`src/rtl/warmboot_sequencer_if.sv`:
```
// Host boot-request handshake plus the SB_WARMBOOT control pins.
`timescale 1ns/1ps
interface warmboot_sequencer_if;
    logic       req_valid;
    logic [1:0] req_image;
    logic       req_ready;
    logic       wb_s1;
    logic       wb_s0;
    logic       wb_boot;

    modport master (output req_valid, req_image,
                    input  req_ready, wb_s1, wb_s0, wb_boot);
    modport slave  (input  req_valid, req_image,
                    output req_ready, wb_s1, wb_s0, wb_boot);
endinterface

```
`src/rtl/warmboot_sequencer.sv`:
```
// Warm-boot controller: picks the next iCE40 image from host request, debounced button
// or timeout, then drives SB_WARMBOOT S1/S0 with a setup window before raising BOOT.
`timescale 1ns/1ps
module warmboot_sequencer #(
    parameter int unsigned LOG2DELAY     = 22,
    parameter int unsigned NUM_LEDS      = 5,
    parameter int unsigned IMAGE_ID      = 0,
    parameter int unsigned AUTO_IMAGE    = 1,
    parameter int unsigned AUTO_BOOT     = 1,
    parameter int unsigned BOOT_TICKS    = 15,
    parameter int unsigned SETUP_CYCLES  = 4,
    parameter int unsigned DEBOUNCE_LOG2 = 16
) (
    input  logic                    clk,
    input  logic                    resetn,
    input  logic                    btn,
    warmboot_sequencer_if.slave     bus,
    output logic [NUM_LEDS-1:0]     led
);
    localparam int unsigned PRESC_W = LOG2DELAY;
    localparam int unsigned DEB_W   = DEBOUNCE_LOG2;
    localparam int unsigned TICK_W  = 8;
    localparam int unsigned SETUP_W = 4;

    typedef enum logic [1:0] {S_IDLE, S_ARMED, S_BOOT} state_e;

    state_e               state_q,     state_d;
    logic [PRESC_W-1:0]   presc_q,     presc_d;
    logic                 tick_q,      tick_d;
    logic [TICK_W-1:0]    tick_cnt_q,  tick_cnt_d;
    logic                 sync1_q,     sync1_d;
    logic                 sync2_q,     sync2_d;
    logic [DEB_W-1:0]     deb_cnt_q,   deb_cnt_d;
    logic                 deb_level_q, deb_level_d;
    logic                 press_q,     press_d;
    logic [SETUP_W-1:0]   setup_cnt_q, setup_cnt_d;
    logic                 req_ready_q, req_ready_d;
    logic                 wb_s1_q,     wb_s1_d;
    logic                 wb_s0_q,     wb_s0_d;
    logic                 wb_boot_q,   wb_boot_d;
    logic [NUM_LEDS-1:0]  led_q,       led_d;

    // Next-state: prescaler, button debounce, trigger arbitration and registered outputs
    always_comb begin
        state_d     = state_q;
        presc_d     = presc_q + PRESC_W'(1);
        tick_d      = (presc_q == '1);
        tick_cnt_d  = tick_cnt_q;
        sync1_d     = btn;
        sync2_d     = sync1_q;
        deb_cnt_d   = deb_cnt_q;
        deb_level_d = deb_level_q;
        press_d     = 1'b0;
        setup_cnt_d = setup_cnt_q;
        wb_s1_d     = wb_s1_q;
        wb_s0_d     = wb_s0_q;
        wb_boot_d   = wb_boot_q;
        led_d       = led_q;

        // Level flips only after 2**DEB_W consecutive samples that disagree with it
        if (sync2_q == deb_level_q) begin
            deb_cnt_d = '0;
        end else if (deb_cnt_q == '1) begin
            deb_cnt_d   = '0;
            deb_level_d = sync2_q;
            press_d     = sync2_q;
        end else begin
            deb_cnt_d = deb_cnt_q + DEB_W'(1);
        end

        case (state_q)
            S_IDLE: begin
                setup_cnt_d = '0;
                if (tick_q && (tick_cnt_q != '1)) begin
                    tick_cnt_d = tick_cnt_q + TICK_W'(1);
                end
                if (bus.req_valid && req_ready_q) begin
                    state_d            = S_ARMED;
                    {wb_s1_d, wb_s0_d} = bus.req_image;
                end else if (press_q) begin
                    state_d            = S_ARMED;
                    {wb_s1_d, wb_s0_d} = 2'(AUTO_IMAGE);
                end else if ((AUTO_BOOT != 0) && tick_q &&
                             (tick_cnt_q == TICK_W'(BOOT_TICKS - 1))) begin
                    state_d            = S_ARMED;
                    {wb_s1_d, wb_s0_d} = 2'(AUTO_IMAGE);
                end
            end
            S_ARMED: begin
                if (setup_cnt_q == SETUP_W'(SETUP_CYCLES - 1)) begin
                    state_d   = S_BOOT;
                    wb_boot_d = 1'b1;
                end else begin
                    setup_cnt_d = setup_cnt_q + SETUP_W'(1);
                end
            end
            S_BOOT: begin
                wb_boot_d = 1'b1;
            end
            default: begin
                state_d = S_IDLE;
            end
        endcase

        req_ready_d = (state_d == S_IDLE);
        led_d[0]    = led_q[0] ^ tick_q;
        for (int unsigned i = 1; i < NUM_LEDS; i++) begin
            led_d[i] = (state_d != S_IDLE) || ((i - 1) == IMAGE_ID);
        end
    end

    always_ff @(posedge clk or negedge resetn) begin
        if (!resetn) begin
            state_q     <= S_IDLE;
            presc_q     <= '0;
            tick_q      <= 1'b0;
            tick_cnt_q  <= '0;
            sync1_q     <= 1'b0;
            sync2_q     <= 1'b0;
            deb_cnt_q   <= '0;
            deb_level_q <= 1'b0;
            press_q     <= 1'b0;
            setup_cnt_q <= '0;
            req_ready_q <= 1'b1;
            wb_s1_q     <= 1'b0;
            wb_s0_q     <= 1'b0;
            wb_boot_q   <= 1'b0;
            led_q       <= '0;
        end else begin
            state_q     <= state_d;
            presc_q     <= presc_d;
            tick_q      <= tick_d;
            tick_cnt_q  <= tick_cnt_d;
            sync1_q     <= sync1_d;
            sync2_q     <= sync2_d;
            deb_cnt_q   <= deb_cnt_d;
            deb_level_q <= deb_level_d;
            press_q     <= press_d;
            setup_cnt_q <= setup_cnt_d;
            req_ready_q <= req_ready_d;
            wb_s1_q     <= wb_s1_d;
            wb_s0_q     <= wb_s0_d;
            wb_boot_q   <= wb_boot_d;
            led_q       <= led_d;
        end
    end

    assign bus.req_ready = req_ready_q;
    assign bus.wb_s1     = wb_s1_q;
    assign bus.wb_s0     = wb_s0_q;
    assign bus.wb_boot   = wb_boot_q;
    assign led           = led_q;
endmodule

```
`src/flat_wrapper.sv`:
```
// flat-port wrapper written by rule: the top's interface ports become plain ports
module warmboot_sequencer_flat 
#(
    parameter int unsigned LOG2DELAY     = 22,
    parameter int unsigned NUM_LEDS      = 5,
    parameter int unsigned IMAGE_ID      = 0,
    parameter int unsigned AUTO_IMAGE    = 1,
    parameter int unsigned AUTO_BOOT     = 1,
    parameter int unsigned BOOT_TICKS    = 15,
    parameter int unsigned SETUP_CYCLES  = 4,
    parameter int unsigned DEBOUNCE_LOG2 = 16
)
  (clk, resetn, btn, led, bus_req_valid, bus_req_image, bus_req_ready, bus_wb_s1, bus_wb_s0, bus_wb_boot);
  warmboot_sequencer_if bus_i ();
  input  logic clk;
  input  logic resetn;
  input  logic btn;
  output logic [NUM_LEDS-1:0] led;
  input wire logic [$bits(bus_i.req_valid)-1:0] bus_req_valid;
  input wire logic [$bits(bus_i.req_image)-1:0] bus_req_image;
  output wire logic [$bits(bus_i.req_ready)-1:0] bus_req_ready;
  output wire logic [$bits(bus_i.wb_s1)-1:0] bus_wb_s1;
  output wire logic [$bits(bus_i.wb_s0)-1:0] bus_wb_s0;
  output wire logic [$bits(bus_i.wb_boot)-1:0] bus_wb_boot;
  assign bus_i.req_valid = bus_req_valid;
  assign bus_i.req_image = bus_req_image;
  assign bus_req_ready = bus_i.req_ready;
  assign bus_wb_s1 = bus_i.wb_s1;
  assign bus_wb_s0 = bus_i.wb_s0;
  assign bus_wb_boot = bus_i.wb_boot;
  warmboot_sequencer #(.LOG2DELAY(LOG2DELAY), .NUM_LEDS(NUM_LEDS), .IMAGE_ID(IMAGE_ID), .AUTO_IMAGE(AUTO_IMAGE), .AUTO_BOOT(AUTO_BOOT), .BOOT_TICKS(BOOT_TICKS), .SETUP_CYCLES(SETUP_CYCLES), .DEBOUNCE_LOG2(DEBOUNCE_LOG2)) u_core (.clk(clk), .resetn(resetn), .btn(btn), .bus(bus_i), .led(led));
endmodule
```
`config.mk`:
```
export PLATFORM = sky130hd
export DESIGN_NAME = warmboot_sequencer_flat
export DESIGN_NICKNAME = d
export VERILOG_FILES = /design/src/rtl/warmboot_sequencer_if.sv /design/src/rtl/warmboot_sequencer.sv /design/src/flat_wrapper.sv
export SDC_FILE = /design/constraint.sdc
export NUM_CORES = 1
export LEC_CHECK = 0
export CAP_MARGIN = 25
export CORE_ASPECT_RATIO = 1.1
export CORE_MARGIN = 5
export CORE_UTILIZATION = 40
export DETAILED_ROUTE_END_ITERATION = 10
export PLACE_DENSITY_LB_ADDON = 0.25
export SLEW_MARGIN = 20
export SYNTH_ARGS = -nofsm -noshare
export SYNTH_HDL_FRONTEND = slang
export SYNTH_SLANG_ARGS = --single-unit
```
`constraint.sdc`:
```
create_clock -name clk -period 2.1 [get_ports clk]
set_clock_uncertainty 0.2 [all_clocks]
set_input_delay 0.315 -clock clk [delete_from_list [all_inputs] [get_ports clk]]
set_output_delay 0.315 -clock clk [all_outputs]
set_load 0.02 [all_outputs]
```
* After elaboration in Yosys (flattened, before gate mapping)
Index checks and enable logic that the tools add are counted.
Word-level totals: output and inout port bits 9, bits in writable memories 0, latch bits 0, register bits 64, memories kept 0, ROM bits 0, bits of input ports 6, word-level logic and storage cells 64
Operators by class: $add $sub $neg 4, multiply operators 0, muxes and demuxes 19, bitwise operators 2, $lt $le $gt $ge 0, shift-type cells 0, div/mod/pow operators 0, equal/unequal tests 10, reductions and logical operators 14
Operator list (count):
- 16-bit two-way mux | 2
- 22-bit by 1-bit adder with 22-bit output (second input constant) | 1
- 22-bit == test (second input constant) | 1
- 16-bit by 1-bit adder with 16-bit output (second input constant) | 1
- 16-bit == test (second input constant) | 1
- 2-bit AND reduction | 5
- 1-bit two-way mux | 9
- 8-bit by 1-bit adder with 8-bit output (second input constant) | 1
- 8-bit by 4-bit == test with 1-bit output (second input constant) | 1
- 2-bit two-way mux | 4
- 8-bit != test (second input constant) | 1
- 4-bit one-hot mux with 2 select lines | 1
- 2-bit one-hot mux with 3 select lines | 1
- 2-bit nonzero test | 3
- 4-bit by 1-bit adder with 4-bit output (second input constant) | 1
- 4-bit by 2-bit == test with 1-bit output (second input constant) | 1
- 2-bit logical NOT | 2
- 4-bit two-way mux | 1
- 1-bit logical AND | 3
- 3-bit nonzero test | 1
- 2-bit by 1-bit == test with 1-bit output (second input constant) | 1
- 2-bit == test (second input constant) | 1
- 2-bit by 1-bit != test with 1-bit output (second input constant) | 1
- 2-bit != test (second input constant) | 1
- other kinds (4) | 4

* Longest topological paths before layout
Gate-level depths: netlist (run 1).
word-level depth 7, depth in mapped cells 6, depth with buffers taken out 6

* Least setup slack after synthesis (run 1)
OpenSTA, ideal clock, no wires.
path kind register to register, start point register u_core.deb_cnt_q[0], end point register u_core.deb_cnt_q[11], buffers on the path 1, data required time 1.779 ns, cell stages (with the launch flop) 7, path slack 0.408 ns, clock period less this slack 1.692 ns, arrival 1.370 ns, setup time 0.121 ns, cells stage by stage dfrtp_1 > ha_1 > nand4_1 > nor2_1 > a21o_1 > buf_2 > nor2_1
On the way: longest elaborated chain between the ends 3, elaborated cells between the ends (all ways) 4, those cells by class add/sub (1); eq/ne (1); mux (2)
Ends and longest elaborated chain:
- start, declared | line warmboot_sequencer.sv:33 | logic [DEB_W-1:0] deb_cnt_q, deb_cnt_d;
- start signal, assigned | line warmboot_sequencer.sv:136 | deb_cnt_q <= deb_cnt_d;
- 16-bit by 1-bit adder with 16-bit output or 16-bit == test (tied branches) | line warmboot_sequencer.sv:68, warmboot_sequencer.sv:63
- 16-bit two-way mux (*) | line warmboot_sequencer.sv:63 | end else if (deb_cnt_q == '1) begin
- 16-bit two-way mux (*) | line warmboot_sequencer.sv:61 | if (sync2_q == deb_level_q) begin
- net u_core.deb_cnt_d[11] | line warmboot_sequencer.sv:33
The timed path passes the listed nets; every way through them passes the cells marked *. A chain may end at the register's enable or synchronous reset.

* Final worst setup path (run 1)
start point register u_core.req_ready_q, in the netlist u_core.bus.req_ready, end point output port bus_req_ready
RTL lines:
- start, declared | line warmboot_sequencer.sv:37 | logic req_ready_q, req_ready_d;
- start signal, assigned | line warmboot_sequencer.sv:140 | req_ready_q <= req_ready_d;
- end, declared | line flat_wrapper.sv:21 | output wire logic [$bits(bus_i.req_ready)-1:0] bus_req_ready;
No word-level cell between the ends.

==> key figures, run 1 <==
Outcome
  – Outcome: finished clean

Worst setup path
  – WP data arrival: 1480 ps
  – Crit path max-delay family: buffers and inverters
  – Crit end category: primary output
  – Worst-path fanout max: 3
  – Critical path buffer and inverter count: 1
  – Worst Path Required: 1580 ps
  – Slowest-stage cell, CP: clkdlybuf4s50_1
  – Crit path kind: flip-flop to primary output
  – Worst-path cell chain: clkdlybuf4s50_1
  – Worst r2r src: u_core.tick_cnt_q[0]$_DFFE_PN0P_
  – Reg-to-reg setup timing slack: 270 ps
  – Worst r2r dst: u_core.tick_cnt_q[3]$_DFFE_PN0P_
  – CP peak stage delay: 600 ps
  – Worst Setup Start Kind: flip-flop
  – Register-to-Register Path Depth: 5

Logic synthesis
  – FFs w/ async S/R, synth: 1.00
  – Top cells by count, synth: dfrtp_1, nor2_1, xnor2_1
  – Count leader, synth: dfrtp_1
  – Number of synthesized register bits: 64
  – Yosys cell types: 38
  – Mapped Cells: 265
  – Register area share after synthesis: 0.564
  – Synth area leaders: dfrtp_1, xnor2_1, xor2_1
  – Synth Warn #: 0
  – Synthesized cell area: 2840 sq um
  – Area leader, netlist: dfrtp_1
  – Syn nets: 276
  – Avg Synthesized Cell Area: 10.7 sq um
  – Share of the synthesized area in the top cell type: 0.554
  – Commonest register cell after synthesis: dfrtp_1
  – Post-synth EDFFs: 0

Final layout
  – Fillers: 650
  – Multi-input gate area: 1160 sq um
  – Nets: 304
  – # diodes: 0
  – Register area: 1600 sq um
  – Layout cell share with drive strength beyond 1: 0.107
  – Area delta synth->final: 18.0%

Clock tree
  – Skew-Pair Late Insertion Delay: 340 ps
  – Longest Clk Path Bufs: 2
  – CTS clk-pin slew, worst paths: 70 ps
  – Cts bufs inserted: 9
  – H-tree Lvls: 3
  – Total clock sinks: 64
  – Root buf cell: clkbuf_8
  – Post-CTS Setup Bufs: 0
  – TritonCTS clock tree: built

Drt
  – Drt drc: 0
  – Final WL: 4640 um
  – Initial DRC Count: 111
  – Via count: 1891
  – Antenna Nets Post-Route: 0
  – WL/cell: 12.1 um
  – First drt pass iteration count: 4
  – Vias per inst: 4.94

STA
  – TNS Setup: 0 ps
  – PnR worst setup slack: 109 ps
  – Max frequency: 502 MHz
  – Tcrit/Tclk final: 0.948
  – Hold WS: 146 ps
  – Hold Violations, Final: 0
  – Final Max Slew Viols: 0
  – Worst Tran Pin Value: 539 ps
  – Final setup violation count: 0
  – Tmin final: 1990 ps
  – RSZ-0062 raised after global routing: no
  – Worst relative slew slack: 0.637

Die
  – Die width: 90.4 um
  – Starting Density: 0.408
  – Core Area: 6970 sq um
  – Row Count: 32
  – Total die area: 8900 sq um
  – Die Y: 98.4 um
  – IO Count: 15

Power
  – Switching Power: 0.000783 W
  – Sw frac: 0.256
  – Leakage: 1.53 nW
  – Power per cell area: 911 nW/um^2
  – Seq pwr share: 0.453
  – Clk network pwr share: 0.369
  – Pint: 0.00227 W
  – Peak supply drop: 0.603 mV
  – Combinational Power Share: 0.178

Worst hold path
  – Min-Delay Startpoint: u_core.sync1_q$_DFF_PN0_
  – Hold EP: u_core.sync2_q$_DFF_PN0_
  – Hold depth: 0
  – Hold Crit Class: flip-flop to flip-flop

Job
  – Max-cap violations: 0

GRT
  – Global-route wire length before repair: 8500 um
  – Total track usage: 0.119
  – Grt ovf: 0
  – Vias in the first global route: 1879
  – Largest net degree at the start of global routing: 34
  – Initial antenna violation count: 0

Placed design
  – DP Worst Slack: 164 ps
  – HPWL after detailed placement: 3180 um
  – GP Congestion: 0.809
  – Port Buffers: 14
==> state kept, by name (all words and copies together), names as in the netlist <==
name	flops
u_core.presc_q	22
u_core.deb_cnt_q	16
u_core.tick_cnt_q	8
u_core.setup_cnt_q	4
u_core.led	3
u_core.state_q	2
u_core.bus.req_ready	1
u_core.bus.wb_boot	1
u_core.bus.wb_s0	1
u_core.bus.wb_s1	1
u_core.deb_level_q	1
u_core.press_q	1
u_core.sync1_q	1
u_core.sync2_q	1
u_core.tick_q	1
==> metal layers <==
layer  share of wire  track usage
met1            0.50        0.151
met2            0.44        0.176
met3           0.042       0.0420
met4           0.021       0.0699
met5               0            0
==> worst max-delay path by stage <==
stage	end	start	depth (start not counted)	slack (ps)
after CTS	bus_req_ready	u_core.bus.req_ready$_DFF_PN1_	1	80
after global placement	u_core.deb_cnt_q[13]$_DFF_PN0_	u_core.deb_cnt_q[0]$_DFF_PN0_	5	240
final	bus_req_ready	u_core.bus.req_ready$_DFF_PN1_	1	110
after floorplan	u_core.deb_cnt_q[11]$_DFF_PN0_	u_core.deb_cnt_q[0]$_DFF_PN0_	6	410
after global routing	u_core.tick_cnt_q[3]$_DFFE_PN0P_	u_core.tick_cnt_q[0]$_DFFE_PN0P_	5	20
after detailed placement	u_core.deb_cnt_q[4]$_DFF_PN0_	u_core.deb_cnt_q[0]$_DFF_PN0_	5	160
==> power groups by stage <==
stage,Sequential [W],Clock (W),Combinational (W)
6_report,0.00139,0.00113,0.000544
5_1_grt,0.00140,0.00123,0.000606
4_1_cts,0.00139,0.00117,0.000557
3_5_place_dp,0.00141,0,0.000554
3_3_place_gp,0.00141,0,0.000549
2_1_floorplan,0.00147,0,0.000274
==> area by class of cell <==
| type | count | area share |
|---|---|---|
| multi-input cells | 182 | 0.346 |
| flip-flops and latches | 64 | 0.478 |
| clock inverters | 2 | 0.0104 |
| inverters | 13 | 0.0145 |
| repair buffers | 23 | 0.0649 |
| clock buffers | 14 | 0.0544 |
| well taps | 85 | 0.0317 |
==> cells by family after synthesis <==
group	share of synthesized area
AO/OA/AOI/OAI	0.0458
XOR/XNOR	0.126
adder cells (fa/ha/maj)	0.0220
buffers and inverters	0.0282
flip-flops	0.564
multiplexers	0.0114
other	0.00132
AND/OR/NAND/NOR	0.201
==> through the flow <==
step	power (W)	cells	instance area, sq um	utilization
global route	0.00323	383	3360	0.482
global placement	0.00196	366	3130	0.449
floorplan	0.00174	265	2840	-
CTS	0.00311	383	3350	0.482
finish	0.00306	383	3360	0.482
detailed placement	0.00196	366	3130	0.449
==> placed cells by master, fill, tap and decap left out, drive strengths merged, types with 2 or more instances in the layout <==
| master | instances |
|---|---|
| a21o | 3 |
| clkbuf | 14 |
| dfrtp | 63 |
| o21ai | 5 |
| xor2 | 14 |
| inv | 13 |
| a22o | 4 |
| nand2 | 18 |
| xnor2 | 27 |
| and3 | 4 |
| nor3b | 4 |
| a21oi | 5 |
| nand3 | 15 |
| nand4 | 13 |
| or2 | 2 |
| buf | 9 |
| nor4 | 3 |
| ha | 5 |
| nor3 | 14 |
| clkdlybuf4s50 | 13 |
| nor2 | 30 |
| mux2 | 2 |
| and2 | 2 |
| or3 | 2 |
==> what timing repair did <==
item                                    in CTS  in global routing
hold endpoints to repair                    18                  0
resized for setup                            0                  1
endpoints found under the setup margin       0                 10
hold buffers                                 1                  0
No activity file was read; power rests on OpenSTA's default activity.
==> run 2: changes to the inputs <==
- SKIP_CTS_REPAIR_TIMING: unset -> 1
==> results of run 2 <==
Final layout, timing and power as in run 1 (identical DEF).
Among the figures that moved: wire length of the first global-routing pass 8500 um -> 8480 um; via count of the first global-routing pass 1879 -> 1873; met1 usage 0.151 -> 0.150
